`config.mk`:
```
export PLATFORM = sky130hd
export DESIGN_NAME = jam_cost_arbiter
export DESIGN_NICKNAME = d
export VERILOG_FILES = /design/src/rtl/jam_pkg.sv /design/src/rtl/jam_result_merge.sv /design/src/rtl/jam_cost_arbiter.sv
export SDC_FILE = /design/constraint.sdc
export NUM_CORES = 1
export LEC_CHECK = 0
export ABC_AREA = 1
export BUFFER_PORTS_ARGS = -buffer_cell sky130_fd_sc_hd__buf_4
export CORE_MARGIN = 1
export CORE_UTILIZATION = 55
export CTS_CLUSTER_SIZE = 30
export DETAILED_ROUTE_END_ITERATION = 6
export GPL_TIMING_DRIVEN = 0
export PLACE_DENSITY = 0.93
export SLEW_MARGIN = 20
export SYNTH_ARGS = -nofsm -noshare
export SYNTH_HDL_FRONTEND = slang
export SYNTH_SLANG_ARGS = --single-unit
```
`constraint.sdc`:
```
create_clock -name CLK -period 5.28 [get_ports CLK]
set_input_delay 0.792 -clock CLK [delete_from_list [all_inputs] [get_ports CLK]]
set_output_delay 0.792 -clock CLK [all_outputs]
set_load 0.03 [all_outputs]
```
`src/rtl/jam_pkg.sv`:
```
// Shared widths, constants, state encoding and helpers for the cost-port arbiter slice.
// Latency: n/a (declarations only).
// Backpressure: n/a.
package jam_pkg;

    localparam int IDX_W  = 3;
    localparam int COST_W = 7;
    localparam int MIN_W  = 10;
    localparam int CNT_W  = 4;

    localparam logic [MIN_W-1:0] MIN_INIT = 10'd1023;

    // Encoding doubles as the one-hot grant vector: bit k set means engine k owns the port.
    typedef enum logic [1:0] {
        IDLE = 2'b00,
        G0   = 2'b01,
        G1   = 2'b10
    } arb_state_t;

    // One engine's partial search result.
    typedef struct packed {
        logic [MIN_W-1:0] min;
        logic [CNT_W-1:0] cnt;
    } result_t;

    // Match counts add up to the counter width and stick at all-ones instead of wrapping.
    function automatic logic [CNT_W-1:0] sat_add(input logic [CNT_W-1:0] a,
                                                 input logic [CNT_W-1:0] b);
        logic [CNT_W:0] s;
        s = {1'b0, a} + {1'b0, b};
        return s[CNT_W] ? {CNT_W{1'b1}} : s[CNT_W-1:0];
    endfunction

endpackage

```
`src/rtl/jam_result_merge.sv`:
```
// Latches each engine's partial (min, count) on done and merges them once both are in.
// Latency: Valid pulses in the cycle after the later done (a done counts in its own cycle).
// Backpressure: none; a repeated done before the merge overwrites that engine's values.
module jam_result_merge
    import jam_pkg::*;
(
    input  logic                  CLK,
    input  logic                  RST,
    input  logic [1:0]            done,
    input  logic [1:0][MIN_W-1:0] min_in,
    input  logic [1:0][CNT_W-1:0] cnt_in,
    output logic [MIN_W-1:0]      MinCost,
    output logic [CNT_W-1:0]      MatchCount,
    output logic                  Valid
);

    logic [1:0]    flag;
    result_t [1:0] lat;
    logic [1:0]    eff_flag;
    result_t [1:0] eff;
    logic          merge;
    result_t       merged;

    // Fold this cycle's done into the latched state so the merge fires without an extra cycle.
    always_comb begin
        eff_flag = flag | done;
        for (int k = 0; k < 2; k++) begin
            eff[k] = done[k] ? result_t'{min: min_in[k], cnt: cnt_in[k]} : lat[k];
        end
        merge = &eff_flag;
        if (eff[0].min < eff[1].min) begin
            merged = eff[0];
        end else if (eff[1].min < eff[0].min) begin
            merged = eff[1];
        end else begin
            merged = result_t'{min: eff[0].min, cnt: sat_add(eff[0].cnt, eff[1].cnt)};
        end
    end

    // Hold partials until both engines report, then publish and start over.
    always_ff @(posedge CLK or posedge RST) begin
        if (RST) begin
            flag       <= 2'b00;
            lat        <= '0;
            MinCost    <= MIN_INIT;
            MatchCount <= '0;
            Valid      <= 1'b0;
        end else begin
            Valid <= merge;
            for (int k = 0; k < 2; k++) begin
                if (done[k]) begin
                    lat[k] <= eff[k];
                end
            end
            if (merge) begin
                flag       <= 2'b00;
                MinCost    <= merged.min;
                MatchCount <= merged.cnt;
            end else begin
                flag <= eff_flag;
            end
        end
    end

endmodule

```
`src/rtl/jam_cost_arbiter.sv`:
```
// Round-robin, burst-locked sharing of the cost-table port between two search engines.
// Latency: grant one cycle after request; read data one cycle after its beat; no bubble on hand-over.
// Backpressure: a granted engine stalls by dropping req; a waiting peer takes over after BURST_LEN beats.
module jam_cost_arbiter
    import jam_pkg::*;
#(
    parameter int BURST_LEN = 8
) (
    input  logic                   CLK,
    input  logic                   RST,
    input  logic [1:0]             req,
    input  logic [1:0][IDX_W-1:0]  w_in,
    input  logic [1:0][IDX_W-1:0]  j_in,
    output logic [1:0]             gnt,
    output logic [COST_W-1:0]      rdata,
    output logic [1:0]             rvalid,
    output logic [IDX_W-1:0]       W,
    output logic [IDX_W-1:0]       J,
    input  logic [COST_W-1:0]      Cost,
    input  logic [1:0]             done,
    input  logic [1:0][MIN_W-1:0]  min_in,
    input  logic [1:0][CNT_W-1:0]  cnt_in,
    output logic [MIN_W-1:0]       MinCost,
    output logic [CNT_W-1:0]       MatchCount,
    output logic                   Valid
);

    localparam logic [3:0] BURST_LAST = 4'(BURST_LEN - 1);

    arb_state_t     state, state_nxt;
    logic           last, last_nxt;
    logic [3:0]     beat_cnt, beat_cnt_nxt;
    logic           cur, oth, beat;
    logic [IDX_W-1:0] w_hold, j_hold;

    function automatic arb_state_t grant_of(input logic k);
        return k ? G1 : G0;
    endfunction

    // The state encoding is the grant vector, so gnt comes straight off the state flops.
    assign gnt = state;

    // A beat happens only when the current owner is actually asking this cycle.
    always_comb begin
        cur  = (state == G1);
        oth  = ~cur;
        beat = (state != IDLE) && req[cur];
        W    = beat ? w_in[cur] : w_hold;
        J    = beat ? j_in[cur] : j_hold;
    end

    // Grant selection: round-robin from idle, hand-over on drop or on burst end with a waiting peer.
    always_comb begin
        state_nxt    = state;
        last_nxt     = last;
        beat_cnt_nxt = beat_cnt;
        if (state == IDLE) begin
            if (|req) begin
                state_nxt    = grant_of((&req) ? ~last : req[1]);
                last_nxt     = (&req) ? ~last : req[1];
                beat_cnt_nxt = '0;
            end
        end else if (!req[cur]) begin
            beat_cnt_nxt = '0;
            if (req[oth]) begin
                state_nxt = grant_of(oth);
                last_nxt  = oth;
            end else begin
                state_nxt = IDLE;
            end
        end else if (beat_cnt == BURST_LAST) begin
            // Burst complete: the counter restarts whether or not ownership changes.
            beat_cnt_nxt = '0;
            if (req[oth]) begin
                state_nxt = grant_of(oth);
                last_nxt  = oth;
            end
        end else begin
            beat_cnt_nxt = beat_cnt + 4'd1;
        end
    end

    // Arbiter state, round-robin pointer and burst counter.
    always_ff @(posedge CLK or posedge RST) begin
        if (RST) begin
            state    <= IDLE;
            last     <= 1'b1;
            beat_cnt <= '0;
        end else begin
            state    <= state_nxt;
            last     <= last_nxt;
            beat_cnt <= beat_cnt_nxt;
        end
    end

    // Capture the table response and remember the last index pair driven to the table.
    always_ff @(posedge CLK or posedge RST) begin
        if (RST) begin
            rdata  <= '0;
            rvalid <= 2'b00;
            w_hold <= '0;
            j_hold <= '0;
        end else begin
            rvalid <= beat ? (cur ? 2'b10 : 2'b01) : 2'b00;
            if (beat) begin
                rdata  <= Cost;
                w_hold <= W;
                j_hold <= J;
            end
        end
    end

    jam_result_merge u_merge (
        .CLK        (CLK),
        .RST        (RST),
        .done       (done),
        .min_in     (min_in),
        .cnt_in     (cnt_in),
        .MinCost    (MinCost),
        .MatchCount (MatchCount),
        .Valid      (Valid)
    );

endmodule

```
Yosys cells after proc, flatten, opt, wreduce, memory -nomap -nowiden:

Index checks and enable logic that the tools add are counted.

* register bits after elaboration: 67
* input port bits: 53
* word-level logic and storage cells: 73

* equal/unequal tests: 5
* add/sub/neg operators: 2
* bitwise gates (word level): 3
* muxes and demuxes: 36
* reduce and logical (&&, ||, !) cells: 8
* order comparisons: 4

Operators by type and width (count)
* 2-to-1 mux 14 bit: 4
* 2-to-1 mux 2 bit: 11
* < comparator 10 bit: 2
* 2-to-1 mux 4 bit: 5
* 2-to-1 mux 3 bit: 6
* 2-to-1 mux 1 bit: 10
* != test 3 x 2 -> 1 bit, second input constant: 2
* AND reduction 2 bit: 3
* adder 4 x 4 -> 5 bit: 1
* adder 4 x 1 -> 4 bit, second input constant: 1
* == test 4 x 3 -> 1 bit, second input constant: 1
* < comparator 1 x 2 -> 1 bit, second input constant: 2
* AND reduction 3 bit: 1
* == test 2 bit, second input constant: 1
* zero test 2 bit: 1
* != test 2 x 1 -> 1 bit, second input constant: 1
* inverter 1 bit: 2
* OR 2 bit: 1
* nonzero test 2 bit: 1
* OR reduction 2 bit: 1
* logical AND 1 bit: 1

Longest topological paths before layout:

Gate-level depths: netlist of the first run.

* depth in word-level cells: 8
* depth in mapped cells: 18

Hierarchy:

From an unflattened synthesis of the first run, not the netlist that was laid out.

* cells, all modules: 410
* area total of the unflattened synthesis: 3624.7 um^2

By module, submodules not included
* jam_result_merge: cells an instance 289, area each 2598.7 um^2, instances 1
* jam_cost_arbiter: cells an instance 121, area each 1026.0 um^2, instances 1

Worst setup path after synthesis of the first run:

OpenSTA, ideal clock, no wires.

* path type: input -> register
* from: input done[1]
* to: register u_merge.MinCost[1]
* stages on the path: 16
* library setup time: 60 ps
* path slack: 2630 ps
* arrival: 2589 ps
* path buffers: 3
* cells stage by stage: buf_4 > inv_2 > buf_6 > or2_2 > o21ai_2 > ha_1 > nand2_2 > inv_1 > a21oi_4 > nand3_4 > nand2_4 > buf_6 > nand2_1 > o21ai_1 > nand2_1 > nand2_1

* longest elaborated chain between the ends: 4
* elaborated cells on any way between the ends: 7
* those cells by class: order compare (2); mux (3); bitwise (1); reduce/logical (1)

RTL lines
* start, declared: RTL line jam_cost_arbiter.sv:20 `input logic [1:0] done,`
* 2-to-1 mux 14 bit: RTL line jam_result_merge.sv:28 `eff[k] = done[k] ? result_t'{min: min_in[k], cnt: cnt_in[k]} : lat[k];`
* < comparator 10 bit: RTL line jam_result_merge.sv:33 `end else if (eff[1].min < eff[0].min) begin`
* 2-to-1 mux 14 bit: RTL line jam_result_merge.sv:33
* 2-to-1 mux 14 bit: RTL line jam_result_merge.sv:31 `if (eff[0].min < eff[1].min) begin`
* end signal, assigned: RTL line jam_result_merge.sv:57 `MinCost <= merged.min;`
* end, declared: RTL line jam_result_merge.sv:12 `output logic [MIN_W-1:0] MinCost,`

Several ways; a longest one is shown, not always the timed one.
A chain may end at the register's enable or synchronous reset.

Worst setup path in the final report of the first run:

* from: register state[1] (netlist: gnt[1])
* to: output J[0]

* longest elaborated chain between the ends: 5
* elaborated cells on any way between the ends: 8
* those cells by class: eq/ne (1); mux (5); reduce/logical (2)

RTL lines
* start, declared: RTL line jam_cost_arbiter.sv:30 `arb_state_t state, state_nxt;`
* start signal, assigned: RTL line jam_cost_arbiter.sv:90 `state <= state_nxt;`
* == test 2 bit: RTL line jam_cost_arbiter.sv:45 `cur = (state == G1);`
* 2-to-1 mux 1 bit (not written as such) (2 in series): RTL line jam_cost_arbiter.sv:47 `beat = (state != IDLE) && req[cur];`
* logical AND 1 bit: RTL line jam_cost_arbiter.sv:47
* 2-to-1 mux 3 bit (*): RTL line jam_cost_arbiter.sv:49 `J = beat ? j_in[cur] : j_hold;`
* end, declared: RTL line jam_cost_arbiter.sv:18 `output logic [IDX_W-1:0] J,`

Mark *: on every way between the ends. The rest lies on a longest branch, timed or not. The select of a mux whose other input is x is not followed.

==> results of run 1 <==
## state kept, by name, summed over array words and instances (netlist names)
signal              count
rdata                   7
u_merge.MinCost        10
u_merge.flag            2
last                    1
w_hold                  3
u_merge.Valid           1
u_merge.lat            28
j_hold                  3
u_merge.MatchCount      4
gnt                     2
beat_cnt                4
rvalid                  2
## kinds of logic after synthesis
| logic type | after synthesis |
|---|---|
| AO/OA/AOI/OAI | 52 |
| XOR/XNOR | 1 |
| adder cells (fa/ha/maj) | 16 |
| buffers and inverters | 60 |
| flip-flops | 67 |
| AND/OR/NAND/NOR | 228 |
## layer usage
metal	global-route usage	wire length (um)	up-vias
li1	-	-	1518
met1	0.332	3430	1478
met2	0.449	4060	96
met3	0.0697	452	28
met4	0.150	248	0
met5	0	0	-
## how the worst max path moves through the flow
stage,to,slack (ns),cells after the start
2_1_floorplan,u_merge.MinCost[1]$_DFFE_PP1P_,2.63,16
3_3_place_gp,w_hold[2]$_DFFE_PP0P_,2.08,2
3_5_place_dp,u_merge.MinCost[4]$_DFFE_PP1P_,2.27,18
4_1_cts,J[0],2.51,10
5_1_grt,J[2],2.35,10
6_report,J[0],2.51,10
## power by group
group | switching (W) | internal, W | leakage (nW)
Clock | 0.000201 | 0.000185 | 0.0859
Combinational | 0.000496 | 0.000279 | 1.58
Sequential | 0.0000628 | 0.000649 | 0.794
Total | 0.000760 | 0.00111 | 2.46
## layout make-up
cell class / instances / area share
buffer: 12 / 0.0195
clock buffer: 11 / 0.0325
clock inverter: 5 / 0.00862
inverter: 48 / 0.0419
multi-input combinational: 297 / 0.342
sequential: 67 / 0.388
tap: 75 / 0.0215
timing repair buffer: 83 / 0.146
## stage by stage
step,std cells,cell area (sq um)
6_report,598,4360
5_1_grt,598,4360
2_1_floorplan,424,3450
3_3_place_gp,581,4160
4_1_cts,598,4360
3_5_place_dp,582,4180
## layout by cell type (no fill, tap or decap), types with 3 or more instances in the layout
master    netlist  routed
nand2_1       182     182
buf_4           3      85
dfrtp_1        56      56
inv_1          46      45
ha_1           15      15
o21ai_0        14      14
or2_2          13      13
o21ai_1        12      12
dfstp_2        11      11
a21oi_1        10      10
clkbuf_8        0      10
nor2_1          9       9
nand3_1         9       9
a22oi_1         6       6
buf_2           5       5
nand4_1         4       4
buf_6           3       3
o21ai_2         3       3
## critical path: stages (launching register included)
cell,delay (ns)
dfrtp_1,0.40
inv_1,0.07
nor2_1,0.15
nand2_1,0.09
nand2_1,0.11
buf_4,0.19
inv_1,0.09
buf_2,0.20
nand2_1,0.10
nand2_1,0.06
buf_4,0.18
==> results.yml, run 1 <==
outcome:
  run_status: "finished clean"
placed_design:
  place_hpwl_um: 6270
  place_ws_ns: 2.27
  io_buffers: 82
  place_congestion: 0.877
sta:
  worst_pin_slew_ns: 0.471
  clock_skew_ns: 0.0107
  finalCriticalPeriod_ns: 2.77
  setup_viol: 0
  postLayoutSetupSlackWorst_ns: 2.51
  finalCritPeriodShare: 0.525
  fmax_mhz: 361
  maxSlewHeadroom: 0.683
  hold_viol_final: 0
  worst_hold_slack_ns: 0.419
  rsz0062_at_grt: "no"
  slew_violations: 0
  tns_ns: 0
worst_setup_path:
  r2r_start: "u_merge.lat[23]$_DFFE_PP0P_"
  ff2ff_setup_slack_ns: 3.04
  r2r_end: "u_merge.MinCost[1]$_DFFE_PP1P_"
  cp.arrival_ns: 1.98
  critical_path_class: "flip-flop to output pin"
  startpoint: "gnt[1]$_DFFE_PP0P_"
  cp-end-kind: "output pin"
  worstPathRequired_ns: 4.49
  cp-start-kind: "flip-flop"
  reg2regPathDepth: 14
  path_max_fanout: 10
routing:
  vias_per_cell: 5.22
  wl_um: 8190
  drtPass1Iterations: 4
  route.detailed.drc: 0
  drt-initial-drc-count: 192
  drtAntennaViolNets: 0
  wl_per_cell_um: 13.7
  vias: 3120
layout:
  drive_gt1_frac: 0.281
  nFillCells: 419
  areaGrowthSynthToFinish_pct: 26.4
  final_nets: 587
  num_antenna_cells: 0
  final_core_utilization: 0.727
  layout.area.seq_sq_um: 1690
  multi_input_area_sq_um: 1490
die:
  core_region_area_sq_um: 5990
  die_h_um: 81.2
  io_pins: 85
  dieWidth_um: 81.2
  initial_core_util: 0.575
  fp.dieArea_sq_um: 6590
  rows: 28
logic_synthesis:
  netlist_area_sq_um: 3450
  synth_top_family_by_area: "simple AND/OR/NAND/NOR gates"
  syn_nets: 493
  synthMuxAreaShare: 0
  yosysMostFrequentCell: "nand2_1"
  synth_area_leader_cell: "dfrtp_1"
  synth-seq-area-share: 0.491
  yosysWarnings: 0
  synth-seq-cells: 67
  synth-simple-area-share: 0.279
  synthTopCellsByCount: "nand2_1 (182), dfrtp_1 (56), inv_1 (46)"
  netlist_instances: 424
  ys.flop_type: "dfrtp_1"
  yosys.area.top_type_share: 0.407
  synth_area_leaders: "dfrtp_1 (41%), nand2_1 (20%), dfstp_2 (8.4%)"
  synth-edff-count: 0
  synthAdderAreaFrac: 0.0603
  async_reset_ff_frac: 1.00
  synth-xor-area-share: 0.00254
  avgSynthCellArea_sq_um: 8.13
  synth_compound_area_frac: 0.0908
  yosysUniqueCellTypes: 35
clocking:
  cts_setup_buffers: 0
  clock-sinks: 67
  cts_tree: "built"
  clk_latency_ns: 0.35
  cts.path.max_buffers: 2
  cts_resized: 0
  cts_buffers: 9
  ctsHoldBuffers: 0
  cts.root.buffer_cell: "clkbuf_8"
  ctsHtreeMaxLevel: 3
  clk_pin_slew_worst_paths_ns: 0.07
power_and_ir_drop:
  p_total_w: 0.00187
  worst_ir_drop_vdd_uv: 417
  cellPowerDensity_nw_per_um2: 430
  p_leak_nw: 2.46
global_route:
  grt_pass1_wl_um: 13400
  grt_start_max_net_pins: 43
  grt_pass1_vias: 3109
  antenna_found_initial: 0
  grt_overflow_total: 0
  grtUsageTotal: 0.275
flow_run:
  maxCapViolCount: 0
worst_hold_path:
  hp-class: "input pin to async pin"
Note: power is estimated with default switching activity, not from simulation.
==> run 2, diff against run 1 <==
--- a/config.mk
+++ b/config.mk
@@ -8,11 +8,11 @@
 export ABC_AREA = 1
 export BUFFER_PORTS_ARGS = -buffer_cell sky130_fd_sc_hd__buf_4
 export CORE_MARGIN = 1
-export CORE_UTILIZATION = 55
+export CORE_UTILIZATION = 53
 export CTS_CLUSTER_SIZE = 30
 export DETAILED_ROUTE_END_ITERATION = 6
 export GPL_TIMING_DRIVEN = 0
-export PLACE_DENSITY = 0.93
+export PLACE_DENSITY = 0.9
 export SLEW_MARGIN = 20
 export SYNTH_ARGS = -nofsm -noshare
 export SYNTH_HDL_FRONTEND = slang
==> constraint.sdc (replaced) <==
create_clock -name CLK -period 2.6 [get_ports CLK]
set_input_delay 0.39 -clock CLK [delete_from_list [all_inputs] [get_ports CLK]]
set_output_delay 0.39 -clock CLK [all_outputs]
set_load 0.03 [all_outputs]
==> run 2 against run 1 <==
Clock skew up 0.0014 ns; global-route usage down 1.7 points; sequential cell count unchanged; total power up 110%; first-iteration DRC count down 3.6%; die area up 3.7%; clock power rose to 2.5 times the previous value; largest cell class unchanged.
==> results.yml, run 2 (synthesis results as in run 1) <==
sta:
  finalCritPeriodShare: 0.907
  fmax_mhz: 424
  setup_viol: 0
  worst_pin_slew_ns: 0.428
  slew_violations: 0
  clock_skew_ns: 0.0121
  hold_viol_final: 0
  tns_ns: 0
  finalCriticalPeriod_ns: 2.36
  rsz0062_at_grt: "no"
  maxSlewHeadroom: 0.712
die:
  io_pins: 85
  dieWidth_um: 82.6
  core_region_area_sq_um: 6310
  fp.dieArea_sq_um: 6830
  die_h_um: 82.6
  rows: 29
  initial_core_util: 0.546
outcome:
  run_status: "finished clean"
global_route:
  grt_pass1_vias: 2900
  use_met2: 0.434
  grt_start_max_net_pins: 50
  antenna_found_initial: 0
  use_met1: 0.320
  grtUsageTotal: 0.258
  grt_util_met3: 0.0495
  busiest_layer: "met2"
  grt_overflow_total: 0
  grt_pass1_wl_um: 12900
placed_design:
  io_buffers: 82
  place_hpwl_um: 6080
  place_congestion: 0.893
  placed_cells: 584
flow_run:
  maxCapViolCount: 0
layout:
  areaGrowthSynthToFinish_pct: 28.3
  largest_register_ffs: 28
  max_flop_register: "u_merge.lat"
  final_cell_mix: "nand2_1 (182), buf_4 (85), dfrtp_1 (56)"
  num_antenna_cells: 0
  final_nets: 588
  layout_commonest_cell: "nand2_1"
  reg_top3: "u_merge.lat: 28 flops, u_merge.MinCost: 10 flops, rdata: 7 flops"
  drive_gt1_frac: 0.282
  finalNonFillerCells: 601
clocking:
  clk_pin_slew_worst_paths_ns: 0.08
  clk_latency_ns: 0.35
  cts_buffers: 9
  ctsHtreeMaxLevel: 3
  cts_resized: 0
  cts_tree: "built"
  clock-sinks: 67
  cts.path.max_buffers: 2
  cts.root.buffer_cell: "clkbuf_8"
routing:
  route.detailed.drc: 0
  vias: 3060
  drt-initial-drc-count: 185
  vias_per_cell: 5.09
  wl_per_cell_um: 13.8
  drtAntennaViolNets: 0
  drtPass1Iterations: 5
  wl_um: 8310
power_and_ir_drop:
  cellPowerDensity_nw_per_um2: 906
  worst_ir_drop_vdd_uv: 796
  p_leak_nw: 2.49
worst_setup_path:
  crit_slowest_cell: "dfrtp_1"
  critical_path_class: "flip-flop to output pin"
  cp.arrival_ns: 1.97
  cp_top_family: "buffers and inverters"
  worstPathRequired_ns: 2.21
  critPathBufInv: 5
  timing.critical_path.mode_cell: "nand2_1"
  crit_chain: "inv_1, nor2_1, nand2_1, nand2_1, buf_4, inv_1, buf_2, nand2_1, nand2_1, buf_4"
  cp-end-kind: "output pin"
  path_max_fanout: 10
  max_stage_delay_ns: 0.40
  cp-start-kind: "flip-flop"
worst_hold_path:
  hp-class: "input pin to flip-flop"
[run 2: final timing paths]
| kind | from | to | slack (ns) | cells past startpoint |
|---|---|---|---|---|
| max in group asynchronous | RST | u_merge.MinCost[8]$_DFFE_PP1P_ | 1.47 | 4 |
| hold reg to reg | u_merge.flag[0]$_DFF_PP0_ | u_merge.flag[1]$_DFF_PP0_ | 0.45 | 1 |
| hold / removal | Cost[5] | rdata[5]$_DFFE_PP0P_ | 0.24 | 3 |
| setup reg to reg | u_merge.lat[23]$_DFFE_PP0P_ | u_merge.MinCost[3]$_DFFE_PP1P_ | 0.38 | 14 |
| min in group asynchronous | RST | u_merge.lat[12]$_DFFE_PP0P_ | 0.54 | 3 |
| setup / recovery | gnt[1]$_DFFE_PP0P_ | W[2] | 0.24 | 10 |
[run 2: metrics by stage]
step	total power (W)	instance area, sq um	worst slack (ns)	utilization	hold WS (ns)
2_1_floorplan	0.00246	3450	0.352	-	0.409
3_3_place_gp	0.00295	4160	-0.253	0.659	0.419
3_5_place_dp	0.00303	4190	-0.0176	0.663	0.364
4_1_cts	0.00401	4420	0.262	0.700	0.233
5_1_grt	0.00425	4420	0.0339	0.700	0.249
6_report	0.00401	4420	0.242	0.700	0.239
[run 2: area by class of cell]
| cell class | count | area, sq um |
|---|---|---|
| Fill cell | 515 | 1890 |
| Sequential cell | 67 | 1690 |
| Multi-Input combinational cell | 297 | 1490 |
| Timing Repair Buffer | 84 | 653 |
| Inverter | 48 | 183 |
| Clock buffer | 9 | 124 |
| Clock inverter | 7 | 98.8 |
| Tap cell | 77 | 96.3 |
| Buffer | 12 | 85.1 |
[run 2: per-layer routing]
metal / vias up / share of wire
met3: 16 / 0.064
met1: 1421 / 0.42
met4: 0 / 0.023
li1: 1525 / -
met5: - / 0
met2: 98 / 0.49
[run 2: what timing repair did]
action	CTS	global route
hold buffers	1	0
buffers inserted	0	0
hold endpoints to repair	7	0
setup endpoints to repair	0	0
[run 2: power breakdown]
part	switching (W)	total (W)	internal [W]	leakage [nW]
Combinational	0.00102	0.00159	0.000569	1.58
Clock	0.000430	0.000976	0.000546	0.110
Sequential	0.000127	0.00144	0.00132	0.794
[run 2: worst reg2reg max path, cell delays in order, from the launching register on]
cell     delay [ns]
dfrtp_1        0.36
o21ai_0        0.30
ha_1           0.32
nand2_1        0.11
inv_1          0.05
nand2_1        0.07
nand2_1        0.07
nand2_1        0.15
nand3_4        0.15
nand2_4        0.11
buf_6          0.16
nand2_1        0.06
o21ai_1        0.12
nand2_1        0.07
nand2_1        0.06
==> run 3, diff against run 2 <==
==> constraint.sdc (replaced) <==
create_clock -name CLK -period 2.3 [get_ports CLK]
set_input_delay 0.345 -clock CLK [delete_from_list [all_inputs] [get_ports CLK]]
set_output_delay 0.345 -clock CLK [all_outputs]
set_load 0.03 [all_outputs]
==> run 3 against run 2 <==
Worst setup slack lost 0.17 ns; via count is 1.9% higher; first-iteration DRC count is 2.7% lower; largest cell class unchanged; sequential cell count unchanged.
==> results.yml, run 3 (synthesis results as in run 1) <==
outcome:
  run_status: "finished clean"
routing:
  wl_um: 8370
  wl_per_cell_um: 13.8
  vias: 3119
  drtPass1Iterations: 6
  drtAntennaViolNets: 0
  vias_per_cell: 5.16
  drt-initial-drc-count: 180
  route.detailed.drc: 0
power_and_ir_drop:
  cellPowerDensity_nw_per_um2: 1020
  worst_ir_drop_vdd_uv: 907
  p_leak_nw: 2.52
clocking:
  cts_tree: "built"
  clk_pin_slew_worst_paths_ns: 0.08
  ctsHtreeMaxLevel: 3
  clock-sinks: 67
  cts.root.buffer_cell: "clkbuf_8"
  cts_buffers: 9
  cts.path.max_buffers: 2
  clk_latency_ns: 0.35
sta:
  finalCritPeriodShare: 0.969
  tns_ns: 0
  hold_viol_final: 0
  maxSlewHeadroom: 0.708
  setup_viol: 0
  slew_violations: 0
  finalCriticalPeriod_ns: 2.23
  clock_skew_ns: 0.0131
  fmax_mhz: 449
  worst_pin_slew_ns: 0.433
layout:
  areaGrowthSynthToFinish_pct: 30.2
  final_nets: 592
  nFillCells: 494
  drive_gt1_frac: 0.303
  reg_top3: "u_merge.lat: 28 flops, u_merge.MinCost: 10 flops, rdata: 7 flops"
  finalNonFillerCells: 605
  layout_commonest_cell: "nand2_1"
  max_flop_register: "u_merge.lat"
  num_antenna_cells: 0
  largest_register_ffs: 28
  final_cell_mix: "nand2_1 (180), buf_4 (87), dfrtp_1 (55)"
die:
  io_pins: 85
  rows: 29
  die_h_um: 82.6
  initial_core_util: 0.546
  core_region_area_sq_um: 6310
  dieWidth_um: 82.6
  fp.dieArea_sq_um: 6830
worst_setup_path:
  cp-start-kind: "flip-flop"
  critical_path_class: "flip-flop to output pin"
  path_max_fanout: 10
  cp-end-kind: "output pin"
  ff2ff_setup_slack_ns: 0.18
  worstPathRequired_ns: 1.96
  cp.arrival_ns: 1.88
global_route:
  grt_pass1_vias: 2900
  grt_pass1_wl_um: 12900
  grt_start_max_net_pins: 50
  grtUsageTotal: 0.258
  antenna_found_initial: 0
  grt_overflow_total: 0
placed_design:
  io_buffers: 82
  placed_cells: 584
  place_hpwl_um: 6080
  place_congestion: 0.893
worst_hold_path:
  hp-class: "input pin to flip-flop"
flow_run:
  maxCapViolCount: 0
==> run 3: cell types whose count changed in the layout (fill, tap and decap cells not counted), sizes merged <==
cell	delta
clkbuf	+1
buf	+3
==> run 3: through the flow <==
| step | setup WS, ns | util | hold slack, ns | instance area (sq um) | power (W) |
|---|---|---|---|---|---|
| 2_1_floorplan | 0.0972 | - | 0.409 | 3450 | 0.00279 |
| 3_3_place_gp | -0.508 | 0.659 | 0.419 | 4160 | 0.00334 |
| 3_5_place_dp | -0.273 | 0.663 | 0.319 | 4190 | 0.00342 |
| 4_1_cts | 0.00716 | 0.700 | 0.188 | 4420 | 0.00453 |
| 5_1_grt | -0.0223 | 0.711 | 0.204 | 4490 | 0.00487 |
| 6_report | 0.0712 | 0.711 | 0.194 | 4490 | 0.00459 |
==> run 3: what timing repair did <==
item,in CTS,in global routing
resized for setup,0,14
hold buffers,1,0
buffers inserted,0,4
hold endpoints to repair,16,0
setup endpoints to repair,0,15
==> run 3: worst max-delay path, cell delays in order, from the launching register on <==
cell	delay (ns)
dfrtp_2	0.43
nor2_2	0.15
nand2_1	0.10
nand2_2	0.09
buf_6	0.14
inv_1	0.09
clkbuf_4	0.19
nand2_1	0.10
nand2_1	0.07
buf_4	0.18
==> run 3: layout make-up <==
type / instances / area, sq um / area share
clock inverter: 7 / 98.8 / 0.0220
inverter: 48 / 183 / 0.0407
buffer: 12 / 98.8 / 0.0220
tap: 77 / 96.3 / 0.0215
multi-input combinational: 297 / 1510 / 0.337
sequential: 67 / 1690 / 0.377
clock buffer: 9 / 124 / 0.0276
timing repair buffer: 88 / 683 / 0.152
==> run 3: per-layer routing <==
layer  vias up  GRT usage  wire length, um
met3        18     0.0495              442
met4         0      0.121              198
met5         -          0                0
met2       105      0.434             4240
met1      1459      0.320             3490
li1       1537          -                -
==> run 3: power by group <==
part	internal [W]	total (W)	switching [W]	leakage (nW)
logic	0.000686	0.00186	0.00117	1.61
registers	0.00149	0.00163	0.000140	0.793
clock network	0.000618	0.00110	0.000483	0.110
total	0.00279	0.00459	0.00179	2.52
==> run 3: path summary, 6_finish.rpt <==
check / start / to / depth (start not counted)
setup / recovery: gnt[0]$_DFFE_PP0P_ / W[2] / 9
hold / removal: Cost[2] / rdata[2]$_DFFE_PP0P_ / 3
setup reg to reg: u_merge.lat[26]$_DFFE_PP0P_ / u_merge.MinCost[4]$_DFFE_PP1P_ / 12
hold reg to reg: u_merge.flag[0]$_DFF_PP0_ / u_merge.flag[1]$_DFF_PP0_ / 1
max in group asynchronous: RST / u_merge.MinCost[8]$_DFFE_PP1P_ / 4
min in group asynchronous: RST / u_merge.lat[12]$_DFFE_PP0P_ / 3
